==> config.mk <==
export PLATFORM = sky130hd
export DESIGN_NAME = frame_buffer_arbiter_flat
export DESIGN_NICKNAME = d
export VERILOG_FILES = /design/src/rtl/frame_buffer_arbiter_if.sv /design/src/rtl/frame_buffer_arbiter.sv /design/src/flat_wrapper.sv
export SDC_FILE = /design/constraint.sdc
export NUM_CORES = 1
export LEC_CHECK = 0
export BUFFER_PORTS_ARGS = -buffer_cell sky130_fd_sc_hd__buf_2
export CORE_MARGIN = 3
export CORE_UTILIZATION = 50
export CTS_CLUSTER_DIAMETER = 200
export DETAILED_ROUTE_END_ITERATION = 10
export PLACE_DENSITY = 0.78
export SYNTH_ARGS = -nofsm -noshare
export SYNTH_HDL_FRONTEND = slang
export SYNTH_SLANG_ARGS = --single-unit
export TNS_END_PERCENT = 30
==> constraint.sdc <==
create_clock -name sys_clk -period 11.7 [get_ports sys_clk]
set_input_delay 1.17 -clock sys_clk [delete_from_list [all_inputs] [get_ports sys_clk]]
set_output_delay 1.17 -clock sys_clk [all_outputs]
set_load 0.05 [all_outputs]
==> src/rtl/frame_buffer_arbiter_if.sv <==
// Camera write stream, VGA read port, RAM port and status of the frame-buffer arbiter.
// The slave modport is the arbiter; the master modport is its surroundings.
interface frame_buffer_arbiter_if #(
  parameter int ADDR_W  = 17,
  parameter int DATA_W  = 12,
  parameter int LEVEL_W = 4
);
  logic              wr_valid;
  logic              wr_sof;
  logic [DATA_W-1:0] wr_data;
  logic              wr_ready;

  logic              rd_req;
  logic [ADDR_W-1:0] rd_addr;
  logic              rd_gnt;
  logic              rd_valid;
  logic [DATA_W-1:0] rd_data;

  logic              ram_en;
  logic              ram_we;
  logic [ADDR_W-1:0] ram_addr;
  logic [DATA_W-1:0] ram_din;
  logic [DATA_W-1:0] ram_dout;

  logic               ready_display;
  logic               frame_done;
  logic               overflow;
  logic [LEVEL_W-1:0] fifo_level;

  modport slave (
    input  wr_valid, wr_sof, wr_data, rd_req, rd_addr, ram_dout,
    output wr_ready, rd_gnt, rd_valid, rd_data,
    output ram_en, ram_we, ram_addr, ram_din,
    output ready_display, frame_done, overflow, fifo_level
  );

  modport master (
    output wr_valid, wr_sof, wr_data, rd_req, rd_addr, ram_dout,
    input  wr_ready, rd_gnt, rd_valid, rd_data,
    input  ram_en, ram_we, ram_addr, ram_din,
    input  ready_display, frame_done, overflow, fifo_level
  );
endinterface

==> src/rtl/frame_buffer_arbiter.sv <==
// Shares a single-port frame-buffer RAM between a buffered camera write stream and
// VGA reads, with read priority bounded by an anti-starvation write slot.
module frame_buffer_arbiter #(
  parameter int ADDR_W       = 17,
  parameter int DATA_W       = 12,
  parameter int FRAME_PIXELS = 76800,
  parameter int WFIFO_DEPTH  = 8,
  parameter int MAX_RD_RUN   = 3
) (
  input  logic                   sys_clk,
  input  logic                   reset,
  frame_buffer_arbiter_if.slave  bus
);
  localparam int PTR_W   = $clog2(WFIFO_DEPTH);
  localparam int LEVEL_W = PTR_W + 1;
  localparam int RUN_W   = $clog2(MAX_RD_RUN + 1);

  localparam logic [ADDR_W-1:0]  FRAME_END  = ADDR_W'(FRAME_PIXELS);
  localparam logic [ADDR_W-1:0]  LAST_ADDR  = ADDR_W'(FRAME_PIXELS - 1);
  localparam logic [LEVEL_W-1:0] FULL_LEVEL = LEVEL_W'(WFIFO_DEPTH);
  localparam logic [RUN_W-1:0]   RUN_LIMIT  = RUN_W'(MAX_RD_RUN);

  typedef struct packed {
    logic [ADDR_W-1:0] addr;
    logic [DATA_W-1:0] data;
  } entry_t;

  typedef enum logic [1:0] {
    SLOT_IDLE,
    SLOT_READ,
    SLOT_WRITE
  } slot_e;

  entry_t             fifo_mem [WFIFO_DEPTH];
  logic [PTR_W-1:0]   head_ptr;
  logic [PTR_W-1:0]   tail_ptr;
  logic [LEVEL_W-1:0] level;
  logic [ADDR_W-1:0]  pix_cnt;
  logic [RUN_W-1:0]   run_cnt;
  logic               rd_valid_q;
  logic [DATA_W-1:0]  rd_hold;
  logic               ready_q;
  logic               overflow_q;

  slot_e  slot;
  entry_t head;
  entry_t new_entry;
  logic   fifo_nonempty;
  logic   in_frame;
  logic   push;
  logic   pop;
  logic   frame_hit;

  assign head          = fifo_mem[head_ptr];
  assign fifo_nonempty = (level != '0);
  assign bus.wr_ready  = (level != FULL_LEVEL);

  // Once a frame's worth of addresses is used up, further non-sof pixels are ignored.
  assign in_frame  = bus.wr_sof || (pix_cnt != FRAME_END);
  assign push      = bus.wr_valid && in_frame && bus.wr_ready && !reset;
  assign pop       = (slot == SLOT_WRITE);
  assign frame_hit = pop && (head.addr == LAST_ADDR);

  assign new_entry.addr = bus.wr_sof ? '0 : pix_cnt;
  assign new_entry.data = bus.wr_data;

  always_comb begin
    slot = SLOT_IDLE;
    if (reset)
      slot = SLOT_IDLE;
    else if (fifo_nonempty && (run_cnt == RUN_LIMIT))
      slot = SLOT_WRITE;
    else if (bus.rd_req)
      slot = SLOT_READ;
    else if (fifo_nonempty)
      slot = SLOT_WRITE;
  end

  // NOTE: every output gets a default first so this block can never infer a latch.
  always_comb begin
    bus.ram_en   = 1'b0;
    bus.ram_we   = 1'b0;
    bus.ram_addr = '0;
    bus.ram_din  = '0;
    case (slot)
      SLOT_READ: begin
        bus.ram_en   = 1'b1;
        bus.ram_addr = bus.rd_addr;
      end
      SLOT_WRITE: begin
        bus.ram_en   = 1'b1;
        bus.ram_we   = 1'b1;
        bus.ram_addr = head.addr;
        bus.ram_din  = head.data;
      end
      default: ;
    endcase
  end

  assign bus.rd_gnt        = (slot == SLOT_READ);
  assign bus.rd_valid      = rd_valid_q && !reset;
  assign bus.rd_data       = rd_valid_q ? bus.ram_dout : rd_hold;
  assign bus.frame_done    = frame_hit;
  assign bus.ready_display = ready_q;
  assign bus.overflow      = overflow_q;
  assign bus.fifo_level    = level;

  // NOTE: FIFO storage has no reset; the pointers and level alone say which entries are live.
  always_ff @(posedge sys_clk) begin
    if (push)
      fifo_mem[tail_ptr] <= new_entry;
  end

  // NOTE: all state here uses non-blocking assignment so every register samples pre-edge values.
  always_ff @(posedge sys_clk) begin
    if (reset) begin
      head_ptr   <= '0;
      tail_ptr   <= '0;
      level      <= '0;
      pix_cnt    <= '0;
      run_cnt    <= '0;
      rd_valid_q <= 1'b0;
      rd_hold    <= '0;
      ready_q    <= 1'b0;
      overflow_q <= 1'b0;
    end else begin
      if (push)
        tail_ptr <= tail_ptr + 1'b1;
      if (pop)
        head_ptr <= head_ptr + 1'b1;
      level <= level + LEVEL_W'(push) - LEVEL_W'(pop);

      // Dropped pixels still consume an address so later pixels stay aligned.
      if (bus.wr_valid && in_frame) begin
        pix_cnt <= bus.wr_sof ? ADDR_W'(1) : pix_cnt + 1'b1;
        if (!bus.wr_ready)
          overflow_q <= 1'b1;
      end

      if ((slot == SLOT_READ) && fifo_nonempty)
        run_cnt <= run_cnt + 1'b1;
      else
        run_cnt <= '0;

      rd_valid_q <= (slot == SLOT_READ);
      if (rd_valid_q)
        rd_hold <= bus.ram_dout;
      if (frame_hit)
        ready_q <= 1'b1;
    end
  end
endmodule

==> src/flat_wrapper.sv <==
// flat-port wrapper written by rule: the top's interface ports become plain ports
module frame_buffer_arbiter_flat 
#(
  parameter int ADDR_W       = 17,
  parameter int DATA_W       = 12,
  parameter int FRAME_PIXELS = 76800,
  parameter int WFIFO_DEPTH  = 8,
  parameter int MAX_RD_RUN   = 3
)
  (sys_clk, reset, bus_wr_valid, bus_wr_sof, bus_wr_data, bus_rd_req, bus_rd_addr, bus_ram_dout, bus_wr_ready, bus_rd_gnt, bus_rd_valid, bus_rd_data, bus_ram_en, bus_ram_we, bus_ram_addr, bus_ram_din, bus_ready_display, bus_frame_done, bus_overflow, bus_fifo_level);
  frame_buffer_arbiter_if #(.ADDR_W(ADDR_W), .DATA_W(DATA_W), .LEVEL_W(4)) bus_i ();
  input  logic sys_clk;
  input  logic reset;
  input wire logic [$bits(bus_i.wr_valid)-1:0] bus_wr_valid;
  input wire logic [$bits(bus_i.wr_sof)-1:0] bus_wr_sof;
  input wire logic [$bits(bus_i.wr_data)-1:0] bus_wr_data;
  input wire logic [$bits(bus_i.rd_req)-1:0] bus_rd_req;
  input wire logic [$bits(bus_i.rd_addr)-1:0] bus_rd_addr;
  input wire logic [$bits(bus_i.ram_dout)-1:0] bus_ram_dout;
  output wire logic [$bits(bus_i.wr_ready)-1:0] bus_wr_ready;
  output wire logic [$bits(bus_i.rd_gnt)-1:0] bus_rd_gnt;
  output wire logic [$bits(bus_i.rd_valid)-1:0] bus_rd_valid;
  output wire logic [$bits(bus_i.rd_data)-1:0] bus_rd_data;
  output wire logic [$bits(bus_i.ram_en)-1:0] bus_ram_en;
  output wire logic [$bits(bus_i.ram_we)-1:0] bus_ram_we;
  output wire logic [$bits(bus_i.ram_addr)-1:0] bus_ram_addr;
  output wire logic [$bits(bus_i.ram_din)-1:0] bus_ram_din;
  output wire logic [$bits(bus_i.ready_display)-1:0] bus_ready_display;
  output wire logic [$bits(bus_i.frame_done)-1:0] bus_frame_done;
  output wire logic [$bits(bus_i.overflow)-1:0] bus_overflow;
  output wire logic [$bits(bus_i.fifo_level)-1:0] bus_fifo_level;
  assign bus_i.wr_valid = bus_wr_valid;
  assign bus_i.wr_sof = bus_wr_sof;
  assign bus_i.wr_data = bus_wr_data;
  assign bus_i.rd_req = bus_rd_req;
  assign bus_i.rd_addr = bus_rd_addr;
  assign bus_i.ram_dout = bus_ram_dout;
  assign bus_wr_ready = bus_i.wr_ready;
  assign bus_rd_gnt = bus_i.rd_gnt;
  assign bus_rd_valid = bus_i.rd_valid;
  assign bus_rd_data = bus_i.rd_data;
  assign bus_ram_en = bus_i.ram_en;
  assign bus_ram_we = bus_i.ram_we;
  assign bus_ram_addr = bus_i.ram_addr;
  assign bus_ram_din = bus_i.ram_din;
  assign bus_ready_display = bus_i.ready_display;
  assign bus_frame_done = bus_i.frame_done;
  assign bus_overflow = bus_i.overflow;
  assign bus_fifo_level = bus_i.fifo_level;
  frame_buffer_arbiter #(.ADDR_W(ADDR_W), .DATA_W(DATA_W), .FRAME_PIXELS(FRAME_PIXELS), .WFIFO_DEPTH(WFIFO_DEPTH), .MAX_RD_RUN(MAX_RD_RUN)) u_core (.sys_clk(sys_clk), .reset(reset), .bus(bus_i));
endmodule
==> out/metrics.yaml, run 1 <==
route:
  drt-met1-wl_um: 8942
  drt_iter0_markers: 469
  dr.pass1.iters: 5
  final_antenna_net_count: 0
  met2_length_um: 11440
  routed_wirelength_um: 22350
  met3WireLength_um: 1523
  vias_per_cell: 5.698
  top_layer_used: "met4"
  drc: 0
  detail_route.wl_per_cell_um: 21.01
  routed-via-count: 6063
timing:
  finalCriticalPeriod_ps: 4591
  hold_viol: 0
  finClkSkew_ps: 14.37
  finalSetupViolCount: 0
  slew_headroom_pct: 29.33
  clock.fmax_mhz: 217.8
  rsz0062_at_grt: "no"
  min_period_over_period_pct: 39.24
  drv_slew: 0
  setup_tns_ps: 0
  tightest_slew_ps: 1058
yosys:
  synthesis.nets: 718
  ys_types: 50
  syn_area_um2: 11390
  synth_top_area_share_pct: 61.18
  netlist_top_cells_area: "edfxtp_1 (61%), mux4_2 (9.1%), dfxtp_1 (8.3%)"
  async_flop_share_pct: 0
  synth_common_cells: "edfxtp_1 (232), nor2_1 (60), dfxtp_1 (47)"
  synth_most_common_cell: "edfxtp_1"
  synth_seq_cells: 279
  synth_area_per_cell_um2: 17.31
  synth_ff_type: "edfxtp_1"
  ys_warn_count: 0
  seq_area_frac_synth_pct: 69.44
  synth_edf_count: 232
  synth_cells: 658
  yosys.area.top_type: "edfxtp_1"
floorplanning:
  fp-row-count: 54
  chipHeight_um: 156.9
  ioPinCount: 99
  start_util_pct: 51.54
  die_width_um: 156.9
  core_um2: 22090
  die_area_um2: 24620
critical_path:
  reg2reg_from: "u_core.pix_cnt[13]"
  cp.arrival_ps: 3420
  crit_start: "reset"
  worstPathRequired_ps: 10530
  r2r_slack_ps: 8720
  crit_type: "in2out"
  crit_fanout: 36
  start_kind: "input pin"
  cp-end-kind: "primary output"
global_route:
  grt_start_max_net_pins: 57
  grt.total_usage_pct: 18.04
  antenna_found_initial: 0
  overflow: 0
  grt_pass1_vias: 6147
  grt_pass1_wl_um: 34390
power:
  power.leakage_nw: 4.488
  power_frac_clock_pct: 37.3
  powerDensity_nw_per_um2: 177.8
  power.switching_mw: 0.5780
  ir_worst_vdd_v: 0.00008194
  p_int_mw: 1.746
  swShare_pct: 24.88
  p_comb_share_pct: 14.3
  power.share.sequential_pct: 48.4
placed_design:
  place_hpwl_um: 12850
  place_inst: 1014
  portBuffers: 98
  place_congestion: 0.7877
clock_network:
  htreeDepth: 1
  clkSlewWorstSetupHoldPaths_ps: 60
  numCtsBuffers: 27
  clock-sinks: 279
  cts_setup_buffers: 0
  clockBufferDepth: 3
  cts_resized: 0
  clk_latency_ps: 530
  cts-root-buf: "clkbuf_16"
  tritoncts: "done"
  cts_hold_buf: 0
layout:
  syn_to_final_growth_pct: 14.77
  drive_gt1_share_pct: 29.46
  diodes: 0
  nNetsFinal: 823
  fin_cells: 1064
hold_path:
  min_path_type: "reg2reg"
  min_from: "u_core.run_cnt[0]"
status:
  status: "finished, final reports clean"
flow_run:
  drv_cap: 0
[state kept, by name (all words and copies together), names as in the netlist, named ones only]
register                  cells
u_core.rd_valid_q             1
u_core.bus.ready_display      1
u_core.fifo_mem             232
u_core.run_cnt                2
u_core.bus.fifo_level         4
u_core.head_ptr               3
u_core.rd_hold               12
u_core.tail_ptr               3
u_core.bus.overflow           1
u_core.pix_cnt               17
[cell families (layout without fill, tap and decap cells)]
family          Yosys count  count (layout)  share of synthesized area [%]
compound gates           40              40                          2.373
xor+xnor                 17              17                          1.308
fa+ha+maj                14              14                          1.604
buf+inv                  53             179                          2.165
flops                   279             279                          69.44
mux                     102             102                          16.04
simple gates            153             153                          7.065
[cell usage in the layout, fill, tap and decap left out, types with 7 or more instances in the layout]
| master | Yosys | final |
|---|---|---|
| edfxtp_1 | 232 | 232 |
| buf_2 | 7 | 98 |
| nor2_1 | 60 | 59 |
| mux4_2 | 46 | 46 |
| dfxtp_1 | 47 | 44 |
| nor2b_1 | 32 | 32 |
| clkbuf_16 | 0 | 27 |
| mux2_2 | 24 | 24 |
| inv_1 | 20 | 20 |
| mux2i_1 | 19 | 19 |
| a22oi_1 | 16 | 16 |
| ha_1 | 13 | 13 |
| nand2_1 | 12 | 12 |
| mux4_1 | 12 | 12 |
| buf_4 | 4 | 11 |
| xnor2_1 | 9 | 9 |
| a21oi_1 | 8 | 8 |
| nand3_1 | 8 | 8 |
| xor2_1 | 8 | 8 |
| clkbuf_1 | 19 | 8 |
| o21ai_0 | 7 | 7 |
| nor3_1 | 8 | 7 |
[power by group through the flow]
stage | Sequential (mW) | Clock [mW] | Combinational, mW
after floorplan | 1.16 | 0 | 0.239
after global placement | 1.14 | 0 | 0.331
after detailed placement | 1.15 | 0 | 0.335
after CTS | 1.13 | 0.880 | 0.337
after global routing | 1.13 | 0.914 | 0.364
final | 1.13 | 0.866 | 0.332
[cell type report]
cell class / count / area (um^2)
Timing Repair Buffer: 109 / 573.1
Tap cell: 280 / 350.3
Inverter: 20 / 75.07
Sequential cell: 279 / 7911
Multi-Input combinational cell: 326 / 3267
Clock buffer: 39 / 760.7
Clock inverter: 11 / 131.4
Fill cell: 1548 / 9025
[per-stage QoR]
stage	util (%)	total power, mW	cell area, um^2	setup WS (ps)	hold slack [ps]
final	59.15	2.324	13070	7109	415.0
after global routing	59.15	2.406	13070	6779	447.4
after CTS	59.15	2.343	13070	7050	423.8
after detailed placement	55.11	1.482	12180	7087	414.8
after global placement	55.11	1.475	12180	7171	406.3
after floorplan	-	1.400	11390	6495	396.3
[final timing paths]
path	to	depth (start not counted)
setup / recovery	bus_ram_addr[4]	10
hold / removal	u_core.run_cnt[0]	1
setup reg to reg	u_core.fifo_mem[0][14]	6
hold reg to reg	u_core.run_cnt[0]	1
[routing by layer]
| layer | track usage (%) | vias up |
|---|---|---|
| met3 | 2.640 | 39 |
| met2 | 31.07 | 205 |
| met5 | 0 | - |
| met1 | 24.12 | 3044 |
| li1 | - | 2775 |
| met4 | 5.336 | 0 |
[critical path: stages]
cell	delay (ps)
buf_2	510
a21oi_1	140
o21ai_0	160
inv_1	80
ha_1	180
buf_4	210
inv_1	420
o21ai_0	160
and2_1	170
buf_2	200
Note: power is estimated with default switching activity, not from simulation.
==> inputs of run 2 (changes only) <==
clock period = 4.7 ns   (was 11.7 ns; I/O delays follow)
==> run 2 against run 1 <==
Combinational power rose by 140%. Clock power increased by 120%. Flip-flop and latch count did not move. Worst setup slack lost 6000 ps. Final cell count grew 0.19%. Hold slack worse by 200 ps. Routed wire length shrank 2.2%. Die area did not move. Sequential share of layout area increased by 0.37 points. Count of clock-buffer cells in the layout decreased by 4. Highest routed layer unchanged.
==> out/metrics.yaml, run 2 (synthesized netlist as in run 1, its figures left out) <==
status:
  status: "finished, final reports clean"
power:
  powerDensity_nw_per_um2: 425.2
  power_frac_clock_pct: 34.2
  p_int_mw: 4.106
  p_comb_share_pct: 14.7
  power.share.sequential_pct: 51.1
  power.leakage_nw: 4.461
  power.switching_mw: 1.418
  swShare_pct: 25.67
  ir_worst_vdd_v: 0.0002554
layout:
  layout_common_cells: "edfxtp_1 (232), buf_2 (98), nor2_1 (59)"
  syn_to_final_growth_pct: 14.08
  final_common_cell: "edfxtp_1"
  final_area_um2: 12990
  nNetsFinal: 826
  fin_cells: 1066
  final_util_pct: 58.79
  largest_register_ffs: 232
  largest-register: "u_core.fifo_mem"
  diodes: 0
  drive_gt1_share_pct: 30.03
  top_regs: "u_core.fifo_mem: 232 flops, u_core.pix_cnt: 17 flops, u_core.rd_hold: 12 flops"
clock_network:
  numCtsBuffers: 26
  cts_resized: 0
  clock-sinks: 279
  clk_latency_ps: 530
  cts_hold_buf: 0
  cts-root-buf: "clkbuf_16"
  tritoncts: "done"
  clockBufferDepth: 3
  cts_setup_buffers: 0
  htreeDepth: 1
  clkSlewWorstSetupHoldPaths_ps: 60
floorplanning:
  start_util_pct: 51.54
  die_width_um: 156.9
  die_area_um2: 24620
  chipHeight_um: 156.9
  ioPinCount: 99
  core_um2: 22090
  fp-row-count: 54
timing:
  tightest_slew_ps: 1058
  setup_slack_ps: 1068
  hold_viol: 0
  finalCriticalPeriod_ps: 3632
  holdWs_ps: 210.8
  slew_headroom_pct: 29.48
  finalSetupViolCount: 0
  clock.fmax_mhz: 275.4
  min_period_over_period_pct: 77.27
  finClkSkew_ps: 18.80
  drv_slew: 0
  rsz0062_at_grt: "no"
route:
  dr.pass1.iters: 4
  final_antenna_net_count: 0
  vias_per_cell: 5.626
  met3WireLength_um: 1496
  drt_iter0_markers: 454
  drc: 0
  routed-via-count: 5997
  detail_route.wl_per_cell_um: 20.51
  met2_length_um: 10750
  routed_wirelength_um: 21870
  top_layer_used: "met4"
  drt-met1-wl_um: 9260
global_route:
  grt_pass1_wl_um: 34080
  grt_start_max_net_pins: 41
  grt_pass1_vias: 5991
  overflow: 0
  antenna_found_initial: 0
  grt.total_usage_pct: 17.93
critical_path:
  critPathMaxStageDelay_ps: 770
  crit_family: "multiplexers"
  start_kind: "flop"
  crit_slowest_cell: "dfxtp_2"
  cp.arrival_ps: 3160
  crit_chain: "buf_4 -> mux4_1 -> mux2i_1 -> inv_1 -> a22oi_1 -> nor2_1 -> buf_2"
  crit_fanout: 22
  crit_type: "reg2out"
  worstPathRequired_ps: 4230
  worst-path-buf-inv: 3
  cp-end-kind: "primary output"
placed_design:
  place_ws_ps: 1458
  place_inst: 1018
  dpl_cell_area_um2: 12220
  place_hpwl_um: 13460
  place_congestion: 0.8357
  portBuffers: 98
flow_run:
  drv_cap: 0
hold_path:
  min_path_type: "in2reg"
==> run 2: cell count changes in the layout (fill, tap and decap cells not counted), sizes merged <==
| cell | delta |
|---|---|
| clkinv | +4 |
| clkbuf | -4 |
| clkinvlp | +1 |
| bufinv | -3 |
| buf | +4 |
==> run 2: layout make-up <==
type	instances	area, um^2
Fill cell	1568	9104
Sequential cell	279	7911
Inverter	20	75.07
Tap cell	280	350.3
Timing Repair Buffer	113	603.1
Multi-Input combinational cell	326	3276
Clock buffer	35	695.7
Clock inverter	13	78.83
==> run 2: path summary, 6_finish.rpt <==
check	from	slack (ps)	cells after the start	to
max reg2reg	u_core.pix_cnt[13]	1820	6	u_core.fifo_mem[4][2]
min reg2reg	u_core.run_cnt[0]	420	1	u_core.run_cnt[0]
max	flop	1070	7	bus_ram_addr[8]
min	bus_wr_data[4]	210	1	u_core.fifo_mem[5][4]
==> run 2: through the flow <==
stage | power (mW) | setup TNS (ps)
floorplan | 3.485 | -8020
global placement | 3.678 | 0
detailed placement | 3.687 | 0
CTS | 5.572 | 0
global route | 5.764 | 0
finish | 5.524 | 0
==> run 2: worst register-to-register path, stage by stage (launching register included) <==
cell and delay [ps]:
dfxtp_1 400, nor2b_1 470, or4b_1 560, o211ai_2 430, nor3_1 140, and3b_1 260, buf_4 300
==> run 2: metal layers <==
layer  global-route usage (%)  vias to the layer above
met5                        0                        -
met4                    4.377                        0
met3                    3.822                       32
met2                    29.27                      179
met1                    25.06                     3011
li1                         -                     2775
==> run 2: power by group through the flow <==
stage               logic, mW  clock network (mW)  registers (mW)
floorplan               0.596                   0            2.89
global placement        0.809                   0            2.87
detailed placement      0.813                   0            2.87
CTS                     0.822                1.93            2.82
global route            0.890                2.04            2.83
finish                  0.811                1.89            2.82
